## config.mk

```make
export PLATFORM = sky130hd
export DESIGN_NAME = alu_div_seq
export DESIGN_NICKNAME = d
export VERILOG_FILES = /design/src/rtl/alu_div_seq.sv
export SDC_FILE = /design/constraint.sdc
export NUM_CORES = 1
export LEC_CHECK = 0
export CAP_MARGIN = 25
export CELL_PAD_IN_SITES_DETAIL_PLACEMENT = 0
export CELL_PAD_IN_SITES_GLOBAL_PLACEMENT = 1
export CORE_UTILIZATION = 38
export CTS_CLUSTER_DIAMETER = 60
export DETAILED_ROUTE_END_ITERATION = 10
export PLACE_DENSITY = 0.83
export SETUP_SLACK_MARGIN = 0.5
export SLEW_MARGIN = 5
export SYNTH_ARGS = -nofsm -noshare
export SYNTH_HDL_FRONTEND = slang
export SYNTH_SLANG_ARGS = --single-unit
```

## constraint.sdc

```tcl
create_clock -name clk -period 2.85 [get_ports clk]
set_input_delay 0.7125 -clock clk [delete_from_list [all_inputs] [get_ports clk]]
set_output_delay 0.7125 -clock clk [all_outputs]
set_load 0.02 [all_outputs]
```

## src/rtl/alu_div_seq.sv

```systemverilog
// Multicycle restoring divider: one quotient bit per cycle, signed or unsigned,
// with a zero-divisor shortcut and registered quotient/remainder/flag outputs.
module alu_div_seq #(
  parameter int WIDTH = 32
) (
  input  logic             clk,
  input  logic             reset_n,
  input  logic             start,
  input  logic             is_signed,
  input  logic [WIDTH-1:0] dividend,
  input  logic [WIDTH-1:0] divisor,
  output logic             busy,
  output logic             done,
  output logic [WIDTH-1:0] quotient,
  output logic [WIDTH-1:0] remainder,
  output logic             div_by_zero,
  output logic [2:0]       dbg_state
);

  // Handshake: start is only sampled in IDLE; busy stays high from the edge that
  // accepts start through the single done cycle, and results are valid while done is high.

  localparam int CW = (WIDTH > 1) ? $clog2(WIDTH) : 1;

  typedef enum logic [2:0] {
    S_IDLE = 3'd0,
    S_PREP = 3'd1,
    S_ITER = 3'd2,
    S_FIX  = 3'd3,
    S_DONE = 3'd4
  } state_t;

  state_t           state_q, state_d;
  logic [WIDTH-1:0] dvd_q, dvd_d;
  logic [WIDTH-1:0] dvs_q, dvs_d;
  logic             sgn_q, sgn_d;
  logic [WIDTH-1:0] a_q, a_d;
  logic [WIDTH-1:0] b_q, b_d;
  logic [WIDTH-1:0] pr_q, pr_d;
  logic [CW-1:0]    cnt_q, cnt_d;
  logic [WIDTH-1:0] quo_q, quo_d;
  logic [WIDTH-1:0] rem_q, rem_d;
  logic             dbz_q, dbz_d;
  logic             done_q, done_d;

  logic [WIDTH:0]   pr_shift;
  logic [WIDTH:0]   trial;
  logic [WIDTH-1:0] q_fix;
  logic [WIDTH-1:0] r_fix;

  always_ff @(posedge clk) begin
    if (!reset_n) begin
      state_q <= S_IDLE;
      dvd_q   <= '0;
      dvs_q   <= '0;
      sgn_q   <= 1'b0;
      a_q     <= '0;
      b_q     <= '0;
      pr_q    <= '0;
      cnt_q   <= '0;
      quo_q   <= '0;
      rem_q   <= '0;
      dbz_q   <= 1'b0;
      done_q  <= 1'b0;
    end else begin
      state_q <= state_d;
      dvd_q   <= dvd_d;
      dvs_q   <= dvs_d;
      sgn_q   <= sgn_d;
      a_q     <= a_d;
      b_q     <= b_d;
      pr_q    <= pr_d;
      cnt_q   <= cnt_d;
      quo_q   <= quo_d;
      rem_q   <= rem_d;
      dbz_q   <= dbz_d;
      done_q  <= done_d;
    end
  end

  // a_q shifts dividend bits out of the top while quotient bits enter at the bottom.
  // The stored partial remainder is always below the divisor, so WIDTH bits hold it;
  // the extra bit exists only in the shifted/trial values.
  always_comb begin
    state_d  = state_q;
    dvd_d    = dvd_q;
    dvs_d    = dvs_q;
    sgn_d    = sgn_q;
    a_d      = a_q;
    b_d      = b_q;
    pr_d     = pr_q;
    cnt_d    = cnt_q;
    quo_d    = quo_q;
    rem_d    = rem_q;
    dbz_d    = dbz_q;
    done_d   = done_q;
    pr_shift = {pr_q, a_q[WIDTH-1]};
    trial    = pr_shift - {1'b0, b_q};
    q_fix    = (sgn_q && (dvd_q[WIDTH-1] ^ dvs_q[WIDTH-1])) ? -a_q : a_q;
    r_fix    = (sgn_q && dvd_q[WIDTH-1]) ? -pr_q : pr_q;

    case (state_q)
      S_IDLE: begin
        if (start) begin
          dvd_d   = dividend;
          dvs_d   = divisor;
          sgn_d   = is_signed;
          state_d = S_PREP;
        end
      end
      S_PREP: begin
        if (dvs_q == '0) begin
          quo_d   = '1;
          rem_d   = dvd_q;
          dbz_d   = 1'b1;
          state_d = S_DONE;
        end else begin
          a_d     = (sgn_q && dvd_q[WIDTH-1]) ? -dvd_q : dvd_q;
          b_d     = (sgn_q && dvs_q[WIDTH-1]) ? -dvs_q : dvs_q;
          pr_d    = '0;
          cnt_d   = CW'(WIDTH - 1);
          dbz_d   = 1'b0;
          state_d = S_ITER;
        end
      end
      S_ITER: begin
        if (!trial[WIDTH]) begin
          pr_d = trial[WIDTH-1:0];
          a_d  = {a_q[WIDTH-2:0], 1'b1};
        end else begin
          pr_d = pr_shift[WIDTH-1:0];
          a_d  = {a_q[WIDTH-2:0], 1'b0};
        end
        cnt_d = cnt_q - CW'(1);
        if (cnt_q == '0) state_d = S_FIX;
      end
      S_FIX: begin
        quo_d   = q_fix;
        rem_d   = r_fix;
        state_d = S_DONE;
      end
      S_DONE: begin
        // First DONE cycle raises done; the second returns to IDLE.
        if (!done_q) begin
          done_d = 1'b1;
        end else begin
          done_d  = 1'b0;
          state_d = S_IDLE;
        end
      end
      default: state_d = S_IDLE;
    endcase
  end

  always_comb begin
    busy        = (state_q != S_IDLE);
    done        = done_q;
    quotient    = quo_q;
    remainder   = rem_q;
    div_by_zero = dbz_q;
    dbg_state   = state_q;
  end

endmodule
```

After elaboration in Yosys (flattened, before gate mapping)
Cells that the tools add are included.
Widths: inputs -> output; s select.
{"block": "totals", "input_bits": 68, "output_inout_bits": 70, "reg_bits": 235, "wordCells": 66}
{"block": "classes", "addsub": 6, "reduce_logical": 14, "muxes": 23, "n_bitwise": 2, "eq_ne": 9}
{"cell": "$mux 32", "n": 9}
{"cell": "$pmux 32 s2", "n": 4}
{"cell": "$neg 32->32", "n": 4}
{"cell": "$sub 33x32->33", "n": 1}
{"cell": "$logic_not 32->1", "n": 1}
{"cell": "$pmux 3 s5", "n": 1}
{"cell": "$mux 3", "n": 4}
{"cell": "$ne 2x2->1 const B", "n": 5}
{"cell": "$pmux 5 s2", "n": 1}
{"cell": "$reduce_and 2->1", "n": 4}
{"cell": "$eq 3x2->1 const B", "n": 2}
{"cell": "$logic_not 5->1", "n": 1}
{"cell": "$mux 5", "n": 1}
{"cell": "$sub 5x1->5 const B", "n": 1}
{"cell": "$reduce_bool 2->1", "n": 2}
{"cell": "$eq 3x1->1 const B", "n": 1}
{"cell": "$eq 3x3->1 const B", "n": 1}
{"cell": "$logic_and 1x1->1", "n": 3}
{"cell": "$logic_not 3->1", "n": 1}
{"cell": "$mux 1", "n": 3}
{"cell": "$reduce_and 3->1", "n": 1}
{"cell": "$reduce_bool 3->1", "n": 1}
{"cell": "$not 1->1", "n": 1}
{"cell": "$xor 1x1->1", "n": 1}

Depth between registers and ports, before layout
{"block": "depth", "depth_word": 4, "depth_mapped": 14, "ltp_nobuf": 13}

Worst setup path after synthesis
OpenSTA, ideal clock, no wires.
{"block": "synth_timing", "kind": "register to register", "startpoint": "reg a_q[31]", "endpoint": "reg a_q[0]", "path_buffers": 1, "setup_ns": 0.128, "path_stages_with_launch": 15, "setup_slack_ns": -0.148, "synth_period_minus_slack_ns": 2.998, "required_ns": 2.722, "t_arrival_ns": 2.870, "path_cell_list": "dfxtp_1 inv_1 ha_1 fa_1 nand2b_1 a21oi_1 o211ai_1 nand2_1 nand4_1 a31oi_1 xnor2_1 clkbuf_1 nor2_1 a221oi_1 nor2_1"}
{"block": "synth_between", "elab_chain_len": 3}
{"element": "start: declaration", "line": "37", "rtl": "logic [WIDTH-1:0] a_q, a_d;"}
{"element": "start signal: assignment", "line": "57", "rtl": "a_q <= '0;"}
{"element": "start signal: assignment", "line": "70", "rtl": "a_q <= a_d;"}
{"element": "$sub 33x32->33", "line": "98", "rtl": "trial = pr_shift - {1'b0, b_q};"}
{"element": "$mux 1", "line": "127", "rtl": "if (!trial[WIDTH]) begin"}
{"element": "$pmux 32 s2", "line": "102", "rtl": "case (state_q)"}
Every way passes these cells.
A chain may end at the register's enable or synchronous reset.

Worst setup path in the final report
{"block": "layout_timing", "startpoint": "reg pr_q[7]", "endpoint": "reg rem_q[26] (netlist: remainder[26])"}
{"block": "layout_between", "elab_chain_len": 3}
{"element": "start: declaration", "line": "39", "rtl": "logic [WIDTH-1:0] pr_q, pr_d;"}
{"element": "start signal: assignment", "line": "72", "rtl": "pr_q <= pr_d;"}
{"element": "$neg 32->32", "line": "100", "rtl": "r_fix = (sgn_q && dvd_q[WIDTH-1]) ? -pr_q : pr_q;"}
{"element": "$mux 32", "line": "100"}
{"element": "$pmux 32 s2", "line": "102"}
{"element": "end signal: assignment", "line": "75", "rtl": "rem_q <= rem_d;"}
{"element": "end: declaration", "line": "42", "rtl": "logic [WIDTH-1:0] rem_q, rem_d;"}
Every way passes these cells.

==> results_dict.tcl <==
set metrics [dict create \
    antenna_found_initial 0 \
    fin_crit_ps 3120 \
    muxShareOfSynthArea_pct 0.305 \
    r2r_end "remainder[26]$_SDFFE_PN0P_" \
    clk_pin_slew_ps 60 \
    comb_power_share_pct 48.7 \
    slew_violations 0 \
    cellPowerDensity_nw_per_um2 722 \
    synth_top_cell_by_area "dfxtp_1" \
    holdWs_ps 462 \
    worst_slew_pin_slew_ps 718 \
    clockBufferDepth 3 \
    violations "setup timing" \
    seqPwrFrac_pct 25.2 \
    final_area_um2 21000 \
    die_h_um 188 \
    ios 138 \
    insertion_delay_ps 560 \
    drive_gt1_share_pct 32.7 \
    grt_remaining_overflow 0 \
    cts_made_buffers 29 \
    skew_ps 25.6 \
    placedCellCount 2335 \
    grt_pass1_wl_um 73800 \
    worstSetupPathType "reg2reg" \
    timing.rr.start "pr_q[7]$_SDFFE_PN0P_" \
    clkPwrFrac_pct 26.1 \
    hold_path_class "reg2reg" \
    area_growth_pct 59.7 \
    placed_area_um2 16600 \
    grt_max_degree 87 \
    drtPass1Iterations 5 \
    period_share_pct 109 \
    p_leak_nw 8.17 \
    met2_usage_pct 46.1 \
    cp-end-kind "flop" \
    first_global_vias 13200 \
    coreArea_um2 33800 \
    max-vdd-ir-drop_uv 638 \
    synth_compound_area_share_pct 25.0 \
    start_util_pct 38.9 \
    ys_types 66 \
    syn-num-nets 1807 \
    syn_area_um2 13100 \
    cpPeakStageDelay_ps 530 \
    worstPathRequired_ps 3290 \
    yosys.area_share.simple_pct 20.0 \
    yosysWarnings 0 \
    maxSlewHeadroom_pct 51.8 \
    drt_iter0_drc 746 \
    grt_busiest_layer "met2" \
    syn_inst 1700 \
    path_buf_inv 0 \
    h-tree-depth 1 \
    nNetsFinal 2126 \
    vias 13700 \
    cts_root_buf "clkbuf_16" \
    drc_errors 0 \
    final_core_utilization_pct 62.2 \
    start_kind "flop" \
    yosysMostFrequentCell "nand2_1" \
    ff2ff_setup_slack_ps -270 \
    setup_slack_ps -270 \
    wire_per_inst_um 19.2 \
    synth_flop_cell "dfxtp_1" \
    cp_cell_sequence "or4_4 > or4_4 > or3_4 > nor4b_4 > and2b_2 > nand2_2 > o41ai_4 > xnor2_1 > a222oi_1 > nor2_1" \
    postRouteAntennaNets 0 \
    fin_total_pwr_w 0.0152 \
    fp.dieW_um 188 \
    routed_via_density 5.51 \
    yosysSeqAreaShare_pct 35.8 \
    synth_top_family_by_area "compound AO/OA/AOI/OAI gates" \
    path_common_cell "or4_4" \
    yosys-top-cells-count "nand2_1, dfxtp_1, nor2_1" \
    grt.total_usage_pct 26.0 \
    critPathArrivalTime_ps 3560 \
    dp_hpwl_um 31400 \
    setup_violations 73 \
    place.gp.congestion 0.873 \
    maxCapViolCount 0 \
    synth_top_cell_area_share_pct 35.8 \
    internal-power_w 0.00958 \
    tritoncts "done" \
    reg2reg_depth 10 \
    min_to "b_q[16]$_SDFFE_PN0P_" \
    finalHoldViolCount 0 \
    fmax_ghz 0.320 \
    synthTopCellsByArea "dfxtp_1, nand2_1, nor2_1, xnor2_1, a21oi_1" \
    ys_ff_latch 235 \
    cp_max_fo 3 \
    yosys.area_share.adder_pct 3.77 \
    synth-xor-area-share_pct 9.86 \
    antennaDiodeCount 0 \
    routed_wl_um 47700 \
    cp_top_family "simple AND/OR/NAND/NOR gates" \
    cp.depth 10 \
    port_buffers 137 \
    met3_usage_pct 2.25 \
    cp_slowest_cell "or4_4" \
    synth-edff-count 0 \
    hp-start "b_q[16]$_SDFFE_PN0P_" \
    clock-sinks 235 \
    async_flop_share_pct 0 \
    finalNonFillerCells 2488 \
    status "finished, violations left" \
    dieArea_um2 35300 \
    avgSynthCellArea_um2 7.73 \
    rsz0062_at_grt "yes" \
    switchingPower_w 0.00557 \
    p_sw_share_pct 36.8 \
    grt_util_met1_pct 32.5 \
    hold_depth 2 \
    rows 67 \
]
-- power by group through the flow --
stage	logic, W	clock network (W)	registers, W
floorplan	0.00326	0	0.00386
global placement	0.00488	0	0.00384
detailed placement	0.00493	0	0.00385
CTS	0.00653	0.00399	0.00380
global route	0.00786	0.00414	0.00384
finish	0.00738	0.00396	0.00382
-- cells in the final DEF (no fill, tap or decap), drive strengths merged, types with 13 or more instances in the layout --
cell type        n
nand2          253
xor2            67
a221oi          48
a21boi          70
o21ai           96
inv             70
nor2           202
nor2b           23
o31ai           23
ha              38
xnor2           82
or4             14
nor4            18
nor3            23
a21oi          121
nand3           13
buf            262
clkbuf          40
o221ai          14
dfxtp          235
clkdlybuf4s50  125
and2            16
a211oi          31
-- per-layer routing --
layer  wire length, µm  part of all wire (%)  up-vias
met5                 0                     0        -
met2             23600                    49      431
met1             20000                    42     6563
li1                  -                     -     6622
met4              1970                   4.1        0
met3              2100                   4.4      105
-- sequential cells by signal, indices dropped and copies added (netlist names) --
register	cells
a_q	32
b_q	32
cnt_q	5
dbg_state	3
div_by_zero	1
done	1
dvd_q	32
dvs_q	32
pr_q	32
quotient	32
remainder	32
sgn_q	1
-- per-stage QoR --
stage          setup TNS, ps  worst slack (ps)
6_report               -4650              -270
5_1_grt               -11950              -403
4_1_cts                 -866              -174
3_5_place_dp            -779              -162
3_3_place_gp            -401             -86.8
2_1_floorplan          -19.8             -12.4
-- cell type report --
cell class,count,area (µm²)
clock inverters,15,225
flip-flops and latches,235,4730
repair buffers,401,4430
inverters,66,248
multi-input cells,1286,10000
clock buffers,37,796
fillers,2718,12800
well taps,448,561
-- worst max-delay path by stage --
stage	from	end	slack [ps]
2_1_floorplan	pr_q[7]$_SDFFE_PN0P_	remainder[29]$_SDFFE_PN0P_	-10
5_1_grt	pr_q[7]$_SDFFE_PN0P_	remainder[26]$_SDFFE_PN0P_	-400
3_5_place_dp	pr_q[7]$_SDFFE_PN0P_	remainder[26]$_SDFFE_PN0P_	-160
4_1_cts	pr_q[7]$_SDFFE_PN0P_	remainder[26]$_SDFFE_PN0P_	-170
3_3_place_gp	pr_q[7]$_SDFFE_PN0P_	remainder[31]$_SDFFE_PN0P_	-90
6_report	pr_q[7]$_SDFFE_PN0P_	remainder[26]$_SDFFE_PN0P_	-270
-- kinds of logic after synthesis --
family / after synthesis
buffers and inverters: 182
flip-flops: 235
AO/OA/AOI/OAI: 493
XOR/XNOR: 148
adder cells (fa/ha/maj): 39
multiplexers: 4
AND/OR/NAND/NOR: 599
-- timing repair --
item | 4_1_cts | 5_1_grt
buffers inserted | 58 | 17
endpoints found under the hold margin | 0 | 0
gates resized for setup | 330 | 138
hold buffers | 0 | 0
cloned | 22 | 3
setup endpoints to repair | 174 | 171
pin swaps | 110 | 85
-- worst reg2reg max path, stage by stage (launching register included) --
cell and delay [ps]:
dfxtp_2 330, or4_4 530, or4_4 440, or3_4 370, nor4b_4 290, and2b_2 230, nand2_2 90, o41ai_4 270
xnor2_1 130, a222oi_1 250, nor2_1 80
Power figures use the tool's default switching activity.
